--- config.mk ---
export PLATFORM = sky130hd
export DESIGN_NAME = example1_driver
export DESIGN_NICKNAME = d
export VERILOG_FILES = /design/src/rtl/example1_pkg.sv /design/src/rtl/example1_scoreboard_fifo.sv /design/src/rtl/example1_driver.sv
export SDC_FILE = /design/constraint.sdc
export NUM_CORES = 1
export LEC_CHECK = 0
export CAP_MARGIN = 20
export CORE_ASPECT_RATIO = 2
export CORE_UTILIZATION = 30
export DETAILED_ROUTE_END_ITERATION = 7
export PLACE_DENSITY = 0.51
export SLEW_MARGIN = 20
export SYNTH_ARGS = -nofsm -noshare
export SYNTH_HDL_FRONTEND = slang
export SYNTH_SLANG_ARGS = --single-unit
--- constraint.sdc ---
create_clock -name CLK -period 3.4 [get_ports CLK]
set_input_delay 0.68 -clock CLK [delete_from_list [all_inputs] [get_ports CLK]]
set_output_delay 0.68 -clock CLK [all_outputs]
set_load 0.01 [all_outputs]
--- src/rtl/example1_pkg.sv ---
// -----------------------------------------------------------------------------
// example1_pkg
// Shared definitions for the Example1 driver slice: value and count widths,
// default scoreboard depth and watchdog limit, the driver FSM state encoding
// and a saturating counter helper.
// No ports (package).
// -----------------------------------------------------------------------------
package example1_pkg;

    // Width of every say/heard value.
    localparam int VALUE_W = 32;

    // Width of the request count and of the error counter.
    localparam int COUNT_W = 16;

    // Default number of outstanding say requests (power of 2, 2..16).
    localparam int DEPTH_DEFAULT = 4;

    // Default number of silent cycles before a run is aborted.
    localparam int TIMEOUT_DEFAULT = 1024;

    // Driver FSM states.
    typedef enum logic [1:0] {
        ST_IDLE   = 2'd0,
        ST_ISSUE  = 2'd1,
        ST_DRAIN  = 2'd2,
        ST_REPORT = 2'd3
    } state_e;

    // Increment that sticks at all-ones instead of wrapping back to zero.
    function automatic logic [COUNT_W-1:0] sat_inc(input logic [COUNT_W-1:0] val);
        logic [COUNT_W-1:0] res;
        if (val == {COUNT_W{1'b1}}) begin
            res = val;
        end else begin
            res = val + {{(COUNT_W-1){1'b0}}, 1'b1};
        end
        return res;
    endfunction

endpackage

--- src/rtl/example1_scoreboard_fifo.sv ---
// -----------------------------------------------------------------------------
// example1_scoreboard_fifo
// DEPTH x WIDTH synchronous FIFO holding the say values still waiting for
// their heard response. Pointers wrap naturally (DEPTH is a power of 2) and
// an occupancy counter distinguishes full from empty.
//
// Ports:
//   CLK       in   clock, rising edge
//   nRST      in   synchronous active-low reset (empties the FIFO)
//   flush     in   drop all entries (takes priority over push/pop)
//   push      in   write push_data; ignored when full before this cycle
//   push_data in   value to store
//   pop       in   discard head; ignored when empty
//   full      out  occupancy == DEPTH
//   empty     out  occupancy == 0
//   head      out  oldest stored value (valid when !empty)
// -----------------------------------------------------------------------------
module example1_scoreboard_fifo
    import example1_pkg::*;
#(
    parameter int DEPTH = DEPTH_DEFAULT,
    parameter int WIDTH = VALUE_W
) (
    input  logic             CLK,
    input  logic             nRST,
    input  logic             flush,
    input  logic             push,
    input  logic [WIDTH-1:0] push_data,
    input  logic             pop,
    output logic             full,
    output logic             empty,
    output logic [WIDTH-1:0] head
);

    localparam int             AW       = $clog2(DEPTH);
    localparam logic [AW-1:0]  PTR_ONE  = AW'(1);
    localparam logic [AW:0]    CNT_ONE  = (AW + 1)'(1);
    localparam logic [AW:0]    CNT_FULL = (AW + 1)'(DEPTH);

    logic [WIDTH-1:0] mem_r [DEPTH];
    logic [AW-1:0]    wr_ptr_r;
    logic [AW-1:0]    rd_ptr_r;
    logic [AW:0]      count_r;
    logic             push_ok_s;
    logic             pop_ok_s;

    // Qualify push/pop against the occupancy at the start of the cycle.
    always_comb begin
        push_ok_s = push && (count_r != CNT_FULL);
        pop_ok_s  = pop && (count_r != {(AW + 1){1'b0}});
    end

    // Pointer and occupancy bookkeeping; simultaneous push and pop leave the count unchanged.
    always_ff @(posedge CLK) begin
        if (!nRST) begin
            wr_ptr_r <= {AW{1'b0}};
            rd_ptr_r <= {AW{1'b0}};
            count_r  <= {(AW + 1){1'b0}};
        end else if (flush) begin
            wr_ptr_r <= {AW{1'b0}};
            rd_ptr_r <= {AW{1'b0}};
            count_r  <= {(AW + 1){1'b0}};
        end else begin
            if (push_ok_s) begin
                wr_ptr_r <= wr_ptr_r + PTR_ONE;
            end else begin
                wr_ptr_r <= wr_ptr_r;
            end
            if (pop_ok_s) begin
                rd_ptr_r <= rd_ptr_r + PTR_ONE;
            end else begin
                rd_ptr_r <= rd_ptr_r;
            end
            case ({push_ok_s, pop_ok_s})
                2'b10:   count_r <= count_r + CNT_ONE;
                2'b01:   count_r <= count_r - CNT_ONE;
                default: count_r <= count_r;
            endcase
        end
    end

    // Storage array; contents need no reset because head is only consumed when non-empty.
    always_ff @(posedge CLK) begin
        if (push_ok_s && !flush) begin
            mem_r[wr_ptr_r] <= push_data;
        end
    end

    // Status and head decode from registered state only.
    always_comb begin
        full  = (count_r == CNT_FULL);
        empty = (count_r == {(AW + 1){1'b0}});
        head  = mem_r[rd_ptr_r];
    end

endmodule

--- src/rtl/example1_driver.sv ---
// -----------------------------------------------------------------------------
// example1_driver
// Drives a run of consecutive say requests to a responder, checks every heard
// value against the value that was said (in order), and reports the mismatch
// count and a watchdog abort flag to the host.
//
// Ports:
//   CLK, nRST                    clock and synchronous active-low reset
//   start__ENA/__RDY             host starts a run (start_base, start_count)
//   request_say__ENA/__RDY       say request carrying request_say_v
//   indication_heard__ENA/__RDY  responder returns indication_heard_v
//   done__ENA/__RDY              run report (done_errors, done_timeout)
// A method transfers in a cycle where its __ENA and __RDY are both 1.
// -----------------------------------------------------------------------------
module example1_driver
    import example1_pkg::*;
#(
    parameter int DEPTH   = DEPTH_DEFAULT,
    parameter int TIMEOUT = TIMEOUT_DEFAULT
) (
    input  logic               CLK,
    input  logic               nRST,
    input  logic               start__ENA,
    input  logic [VALUE_W-1:0] start_base,
    input  logic [COUNT_W-1:0] start_count,
    output logic               start__RDY,
    output logic               request_say__ENA,
    output logic [VALUE_W-1:0] request_say_v,
    input  logic               request_say__RDY,
    input  logic               indication_heard__ENA,
    input  logic [VALUE_W-1:0] indication_heard_v,
    output logic               indication_heard__RDY,
    output logic               done__ENA,
    output logic [COUNT_W-1:0] done_errors,
    output logic               done_timeout,
    input  logic               done__RDY
);

    localparam int                WD_W     = $clog2(TIMEOUT) + 1;
    localparam logic [WD_W-1:0]   WD_LIMIT = WD_W'(TIMEOUT - 1);
    localparam logic [WD_W-1:0]   WD_ONE   = WD_W'(1);
    localparam logic [COUNT_W-1:0] CNT_ONE = COUNT_W'(1);
    localparam logic [VALUE_W-1:0] VAL_ONE = VALUE_W'(1);

    state_e             state_r;
    state_e             state_nxt_s;
    logic [VALUE_W-1:0] next_v_r;
    logic [COUNT_W-1:0] remaining_r;
    logic [COUNT_W-1:0] errors_r;
    logic               timeout_r;
    logic [WD_W-1:0]    wd_r;

    logic               active_s;
    logic               start_fire_s;
    logic               say_ena_s;
    logic               say_fire_s;
    logic               heard_rdy_s;
    logic               heard_fire_s;
    logic               done_fire_s;
    logic               mismatch_s;
    logic               wd_count_s;
    logic               wd_hit_s;

    logic               sb_full_s;
    logic               sb_empty_s;
    logic [VALUE_W-1:0] sb_head_s;

    // Outstanding say values, oldest first; emptied on the done transfer.
    example1_scoreboard_fifo #(
        .DEPTH (DEPTH),
        .WIDTH (VALUE_W)
    ) u_scoreboard (
        .CLK       (CLK),
        .nRST      (nRST),
        .flush     (done_fire_s),
        .push      (say_fire_s),
        .push_data (next_v_r),
        .pop       (heard_fire_s),
        .full      (sb_full_s),
        .empty     (sb_empty_s),
        .head      (sb_head_s)
    );

    // Handshake qualification and watchdog conditions.
    always_comb begin
        active_s     = (state_r == ST_ISSUE) || (state_r == ST_DRAIN);
        start_fire_s = (state_r == ST_IDLE) && start__ENA;
        // A full scoreboard blocks the say even if a heard pops this cycle.
        say_ena_s    = (state_r == ST_ISSUE) && (remaining_r != {COUNT_W{1'b0}}) && !sb_full_s;
        say_fire_s   = say_ena_s && request_say__RDY;
        heard_rdy_s  = active_s && !sb_empty_s;
        heard_fire_s = heard_rdy_s && indication_heard__ENA;
        done_fire_s  = (state_r == ST_REPORT) && done__RDY;
        mismatch_s   = (indication_heard_v != sb_head_s);
        wd_count_s   = active_s && !sb_empty_s && !heard_fire_s;
        wd_hit_s     = wd_count_s && (wd_r == WD_LIMIT);
    end

    // Next-state selection; the watchdog abort overrides normal progress.
    always_comb begin
        state_nxt_s = state_r;
        case (state_r)
            ST_IDLE: begin
                if (start_fire_s) begin
                    if (start_count == {COUNT_W{1'b0}}) begin
                        state_nxt_s = ST_REPORT;
                    end else begin
                        state_nxt_s = ST_ISSUE;
                    end
                end else begin
                    state_nxt_s = ST_IDLE;
                end
            end
            ST_ISSUE: begin
                if (wd_hit_s) begin
                    state_nxt_s = ST_REPORT;
                end else if (say_fire_s && (remaining_r == CNT_ONE)) begin
                    state_nxt_s = ST_DRAIN;
                end else begin
                    state_nxt_s = ST_ISSUE;
                end
            end
            ST_DRAIN: begin
                // Leaves one cycle after the last heard empties the scoreboard.
                if (wd_hit_s || sb_empty_s) begin
                    state_nxt_s = ST_REPORT;
                end else begin
                    state_nxt_s = ST_DRAIN;
                end
            end
            ST_REPORT: begin
                if (done_fire_s) begin
                    state_nxt_s = ST_IDLE;
                end else begin
                    state_nxt_s = ST_REPORT;
                end
            end
            default: begin
                state_nxt_s = ST_IDLE;
            end
        endcase
    end

    // FSM, run counters, error count and watchdog registers.
    always_ff @(posedge CLK) begin
        if (!nRST) begin
            state_r     <= ST_IDLE;
            next_v_r    <= {VALUE_W{1'b0}};
            remaining_r <= {COUNT_W{1'b0}};
            errors_r    <= {COUNT_W{1'b0}};
            timeout_r   <= 1'b0;
            wd_r        <= {WD_W{1'b0}};
        end else begin
            state_r <= state_nxt_s;

            if (start_fire_s) begin
                next_v_r    <= start_base;
                remaining_r <= start_count;
            end else if (say_fire_s) begin
                next_v_r    <= next_v_r + VAL_ONE;
                remaining_r <= remaining_r - CNT_ONE;
            end else begin
                next_v_r    <= next_v_r;
                remaining_r <= remaining_r;
            end

            if (start_fire_s) begin
                errors_r <= {COUNT_W{1'b0}};
            end else if (heard_fire_s && mismatch_s) begin
                errors_r <= sat_inc(errors_r);
            end else begin
                errors_r <= errors_r;
            end

            if (start_fire_s) begin
                timeout_r <= 1'b0;
            end else if (wd_hit_s) begin
                timeout_r <= 1'b1;
            end else begin
                timeout_r <= timeout_r;
            end

            // Counts silent cycles with work outstanding; any heard or an empty scoreboard clears it.
            if (wd_count_s && !wd_hit_s) begin
                wd_r <= wd_r + WD_ONE;
            end else begin
                wd_r <= {WD_W{1'b0}};
            end
        end
    end

    // Output decode from registered state.
    always_comb begin
        start__RDY            = (state_r == ST_IDLE);
        request_say__ENA      = say_ena_s;
        request_say_v         = next_v_r;
        indication_heard__RDY = heard_rdy_s;
        done__ENA             = (state_r == ST_REPORT);
        done_errors           = errors_r;
        done_timeout          = timeout_r;
    end

endmodule

## Yosys cells after proc, flatten, opt, wreduce, memory -nomap -nowiden

Memories as Yosys holds them, arrays and structs flattened. A register that Yosys moved wholly into a read port is not among the register bits.
Cells that the tools add are included.

| word-level totals | value |
|---|---|
| output and inout port bits | 53 |
| flip-flop bits (word level) | 85 |
| bits in writable memories | 128 |
| memories | 1 |
| logic and storage cells | 80 |

| cells by class | value |
|---|---|
| bitwise gates (word level) | 2 |
| add/sub/neg operators | 8 |
| equal/unequal tests | 11 |
| reductions and logical operators | 33 |
| muxes and demuxes | 16 |

Memories:

| name | depth | width | read ports | clocked after memory_dff | wr ports | RTL line | source |
|---|---|---|---|---|---|---|---|
| u_scoreboard.mem_r | 4 | 32 | 1 | 1 | 1 | example1_scoreboard_fifo.sv:40 | `logic [WIDTH-1:0] mem_r [DEPTH];` |

Operator list:

| operator | number |
|---|---|
| 32-bit 2-to-1 mux | 2 |
| 32-bit by 1-bit adder with 32-bit output (second input constant) | 1 |
| 16-bit 2-to-1 mux | 2 |
| 32-bit != test | 1 |
| 16-bit by 1-bit adder with 16-bit output (second input constant) | 1 |
| 16-bit by 1-bit equality test with 1-bit output (second input constant) | 1 |
| 16-bit equality test (second input constant) | 1 |
| 16-bit zero test | 1 |
| 16-bit nonzero test | 1 |
| 16-bit by 1-bit subtractor with 16-bit output (second input constant) | 1 |
| 1-bit logical AND | 15 |
| 2-bit 2-to-1 mux | 7 |
| 11-bit by 1-bit adder with 11-bit output (second input constant) | 1 |
| 11-bit by 10-bit equality test with 1-bit output (second input constant) | 1 |
| 2-bit case mux with 4 select lines | 1 |
| 2-bit equality test (second input constant) | 3 |
| 3-bit case mux with 2 select lines | 1 |
| 1-bit zero test | 5 |
| 2-bit by 1-bit adder with 2-bit output (second input constant) | 2 |
| 2-bit by 1-bit equality test with 1-bit output (second input constant) | 2 |
| 2-bit AND reduction | 2 |
| 2-bit nonzero test | 2 |
| 2-bit OR reduction | 2 |
| 3-bit by 1-bit adder with 3-bit output (second input constant) | 1 |
| 9 further kinds | 13 |

## Logic depth before layout (Yosys ltp)

| logic depth | value |
|---|---|
| depth after elaboration | 10 |
| depth in mapped cells | 13 |
| depth with buffers taken out | 11 |

## By module

From an unflattened synthesis, not the netlist that was laid out.

| second synthesis, totals | value |
|---|---|
| cell total of the unflattened synthesis | 778 |
| area total of the unflattened synthesis | 9661.8 um2 |

By module, submodules not included:

| module | sequential area each (um2) | area each (um2) | cells each | instances |
|---|---|---|---|---|
| example1_scoreboard_fifo | 4023.9 | 5147.4 | 222 | 1 |
| example1_driver | 1561.5 | 4514.3 | 556 | 1 |

## Worst setup path before layout

No wires, ideal clock.

| path | value |
|---|---|
| kind | register -> register |
| from | register remaining_r[8] |
| to | register u_scoreboard.count_r[2] |
| setup time | 0.071 ns |
| period minus slack after synthesis | 2.986 ns |
| required time | 3.329 ns |
| arrival time | 2.915 ns |
| path slack | 0.414 ns |
| cell stages (with the launch flop) | 12 |
| cells stage by stage | dfxtp_1 > or4_1 > nor4_4 > a31oi_2 > clkbuf_1 > inv_2 > ha_1 > inv_1 > fa_1 > xor2_1 > or3_1 > a21oi_1 |

| between the ends | value |
|---|---|
| cells in the longest elaborated chain, start to end | 7 |
| elaborated cells on any way between the ends | 9 |
| those cells by class | 2 x eq/ne; 1 x mux; 6 x reduce/logical |

RTL lines:

| element | RTL line | source |
|---|---|---|
| start, declared | example1_driver.sv:48 | `logic [COUNT_W-1:0] remaining_r;` |
| start signal, assigned | example1_driver.sv:149 | `remaining_r <= {COUNT_W{1'b0}};` |
| start signal, assigned | example1_driver.sv:158 | `remaining_r <= start_count;` |
| start signal, assigned | example1_driver.sv:161 | `remaining_r <= remaining_r - CNT_ONE;` |
| 16-bit nonzero test (*) | example1_driver.sv:89 | `say_ena_s = (state_r == ST_ISSUE) && (remaining_r != {COUNT_W{1'b0}}) && !sb_full_s;` |
| 1-bit logical AND (*) (2 in a row) | example1_driver.sv:89 |  |
| 1-bit logical AND (*) | example1_driver.sv:90 | `say_fire_s = say_ena_s && request_say__RDY;` |
| 1-bit logical AND (*) | example1_scoreboard_fifo.sv:49 | `push_ok_s = push && (count_r != CNT_FULL);` |
| 2-bit by 1-bit equality test with 1-bit output or 2-bit equality test (tied branches) | example1_scoreboard_fifo.sv:74 | `case ({push_ok_s, pop_ok_s})` |
| 3-bit case mux with 2 select lines or 2-bit nonzero test (tied branches) | - |  |
| end signal, assigned | example1_scoreboard_fifo.sv:75 | `2'b10: count_r <= count_r + CNT_ONE;` |
| end signal, assigned | example1_scoreboard_fifo.sv:76 | `2'b01: count_r <= count_r - CNT_ONE;` |
| end signal, assigned | example1_scoreboard_fifo.sv:77 | `default: count_r <= count_r;` |
| end, declared | example1_scoreboard_fifo.sv:43 | `logic [AW:0] count_r;` |

Mark *: on every way between the ends. The rest lies on a longest branch, timed or not.
A chain may end at the register's enable or synchronous reset.

## Final worst setup path

| path | value |
|---|---|
| from | register remaining_r[8] |
| to | output request_say__ENA |

| between the ends | value |
|---|---|
| cells in the longest elaborated chain, start to end | 3 |

RTL lines:

| element | RTL line | source |
|---|---|---|
| 16-bit nonzero test | example1_driver.sv:89 |  |
| 1-bit logical AND (2 in a row) | example1_driver.sv:89 |  |
| end, declared | example1_driver.sv:27 | `output logic request_say__ENA,` |

Every way passes these cells.

==> qor.log <==
[power_and_ir_drop] Leak 4.06 nW
[sta] number of failing hold endpoints at the final stage 0
[die] Die Span Y 253 um
[sta] fin. max-slew vios 0
[die] floorplan die area 0.0322 mm2
[worst_setup_path] Crit Path Class flip-flop to primary output
[sta] maximum operating frequency 0.311 GHz
[layout] layout cells sized above 1 10.6%
[grt] vias in the first global route 6,590
[min_path] hold crit path type flip-flop to flip-flop
[clock_tree] clock-pin slew reported for the worst setup and hold paths after clock tree synthesis 70 ps
[worst_setup_path] critical-path maximum fanout 6
[clock_tree] clock tree from TritonCTS done
[worst_setup_path] critical path data required time 2720 ps
[clock_tree] Resized Gates After CTS 0
[worst_setup_path] R2R cell count 10
[die] horizontal die dimension 127 um
[job] # Max-Cap Violations 0
[sta] Final Setup Violations 0
[worst_setup_path] critical path endpoint request_say__ENA
[place] Port Buffers 138
[grt] all-layer global routing usage 16.1%
[logic_synthesis] Post-synth top flop edfxtp_1
[outcome] outcome complete, no violations
[logic_synthesis] Netlist cell types 50
[drt] Detailed Route WL 25,500 um
[sta] total negative slack for setup checks 0 ps
[worst_setup_path] CP bufs+invs 1
[worst_setup_path] setup slack of the most critical reg-to-reg path 450 ps
[clock_tree] hold bufs inserted after CTS 0
[drt] average wire per standard cell 19.1 um
[drt] Detailed Routing Iterations Pass 1 4
[die] total core area 0.0309 mm2
[worst_setup_path] Max stage delay on crit path 640 ps
[grt] total overflow reported by the global router 0
[logic_synthesis] Net Count, Synth 851
[place] HPWL reported at the end of detailed placement 18,200 um
[power_and_ir_drop] worst voltage drop across the vdd grid 0.000355 V
[logic_synthesis] synthesized area per cell 12.6 um2
[grt] global-route wire length before repair 38,600 um
[layout] net count reported at finish 1,005
[drt] Antenna Violating Nets Remaining 0
[layout] commonest cells after routing, fill and taps aside 138 x clkdlybuf4s50_1, 128 x edfxtp_1, 86 x dfxtp_1
[drt] detailed router's first-iteration violation count 225
[logic_synthesis] number of enable-type register cells in the synthesized netlist 128
[worst_setup_path] RR Endpoint done_errors[8]
[place] placer's final routability congestion estimate 0.757
[logic_synthesis] share of flip-flops with an asynchronous set or reset 0%
[clock_tree] number of sinks handled by clock tree synthesis 215
[min_path] Worst Min Path Start wd_r[0]
[sta] final worst path period share 94.5%
[clock_tree] maximum buffer depth of the clock tree 3
[drt] DRC viols 0
[grt] number of antenna violations at the first check in global routing 1
[worst_setup_path] cell count along the critical path 4
[worst_setup_path] Setup crit end kind primary output
[worst_setup_path] sequence of cells on the critical path or4_1 > nor4_4 > a31oi_1 > clkdlybuf4s50_1
[worst_setup_path] startpoint type of the worst setup path flip-flop
[clock_tree] Num CTS Buffers 21
[layout] most frequent standard cell in the layout excluding fill and tap cells clkdlybuf4s50_1
[layout] Post-Route Utilization 39.2%
[sta] final critical delay including setup and external delays 3210 ps
[sta] slew at the pin with the worst max-slew slack 587 ps
[worst_setup_path] Crit. Startpoint remaining_r[8]
[power_and_ir_drop] power per unit of standard cell area 470 mW/mm2
[drt] number of vias per cell after detailed routing 4.77
[logic_synthesis] warning count from the yosys run 0
[grt] pin count of the biggest net entering global routing 46
[die] effective utilization at floorplan 30.6%
[sta] maximum clock skew at final layout 11.3 ps
[logic_synthesis] sequential element share of the synthesized area 59.2%
[clock_tree] cell chosen for the clock root clkbuf_16
[clock_tree] H-tree levels 1
[sta] Slew HR 60.7%
[logic_synthesis] Syn Inst Count 750
[layout] area grow syn2layout 28.1%
[drt] total via count after detailed routing 6,376
[clock_tree] Post-CTS Setup Inserts 0
[worst_setup_path] slowest stage cell, crit path or4_1
[die] # IOs 139
[worst_setup_path] CP Data Arrival Time 2530 ps
[logic_synthesis] count of state elements after synthesis 215
[logic_synthesis] synthesized cell area 0.00944 mm2
[clock_tree] Skew-Pair Late Insertion Delay 500 ps
[worst_setup_path] CP delay by family, top simple AND/OR/NAND/NOR gates
[sta] RSZ-0062 raised after global routing false
[die] standard-cell rows 91
## layout make-up
cell class | instances | area [um2]
flip-flops and latches | 215 | 5590
clock buffers | 30 | 591
well taps | 418 | 523
diodes | 1 | 2.50
fillers | 2969 | 18800
inverters | 17 | 63.8
clock inverters | 7 | 32.5
multi-input cells | 485 | 3640
repair buffers | 164 | 1650
## registers in the layout, summed over array words and instances (netlist names), named ones only
name and flops:
wd_r 11, remaining_r 16, u_scoreboard.count_r 3, u_scoreboard.mem_r 128, request_say_v 32, state_r 2, u_scoreboard.rd_ptr_r 2, done_timeout 1
u_scoreboard.wr_ptr_r 2, done_errors 16
## synthesized netlist by cell type, types with 10 or more instances
master      n  area share (%)
clkbuf_1   25            0.99
and2_1     10            0.66
nand2_1    33             1.3
and3_1     22             1.5
inv_1      15            0.60
xnor2_1    18             1.7
mux4_2     32             7.6
edfxtp_1  128              41
xor2_1     74             6.9
dfxtp_1    87              18
nand3_1    30             1.6
a21oi_1    51             2.7
nor2_1     49             1.9
nor4_1     12            0.80
nand4_1    18             1.2
o21ai_0    47             2.5
ha_1       14             1.9
## where the power goes
part	total [mW]	switching, mW	internal [mW]	leakage (nW)
Sequential	2.95	0.0981	2.85	1.90
Clock	2.17	0.959	1.21	0.317
Combinational	0.563	0.277	0.286	1.85
Total	5.68	1.33	4.35	4.06
## through the flow
step | cell area [um2] | worst slack [ps] | power (mW) | instances | hold slack [ps]
after global placement | 11500 | 373 | 3.58 | 1299 | 433
after floorplan | 9440 | 414 | 3.26 | 750 | 418
final | 12100 | 188 | 5.68 | 1337 | 450
after CTS | 12100 | 157 | 5.76 | 1336 | 453
after global routing | 12100 | 34.4 | 5.91 | 1336 | 493
after detailed placement | 11500 | 357 | 3.59 | 1299 | 443
## per-layer routing
metal	part of all wire (%)	up-vias	wire, um	global-route usage (%)
met1	37	3085	9490	17.0
met4	3.3	0	833	6.39
met2	56	146	14300	31.8
met5	0	-	0	0
li1	-	3106	-	-
met3	3.3	39	854	1.75
## how the worst min path moves through the flow
stage                    to  depth (start not counted)  slack [ps]
finish              wd_r[0]                          1         450
CTS                 wd_r[0]                          1         450
detailed placement  wd_r[0]                          1         440
global route        wd_r[0]                          1         490
global placement    wd_r[0]                          1         430
floorplan           wd_r[0]                          1         420
## logic make-up after synthesis
group / Yosys count / synth area share (%)
muxes: 37 / 8.17
xor gates and xnor gates: 92 / 8.54
and+or+nand+nor: 210 / 11.8
AOI/OAI and AO/OA: 131 / 7.83
buffers and inverters: 50 / 2.44
adders and majority gates: 15 / 2.07
DFF: 215 / 59.2
Note: power is estimated with default switching activity, not from simulation.
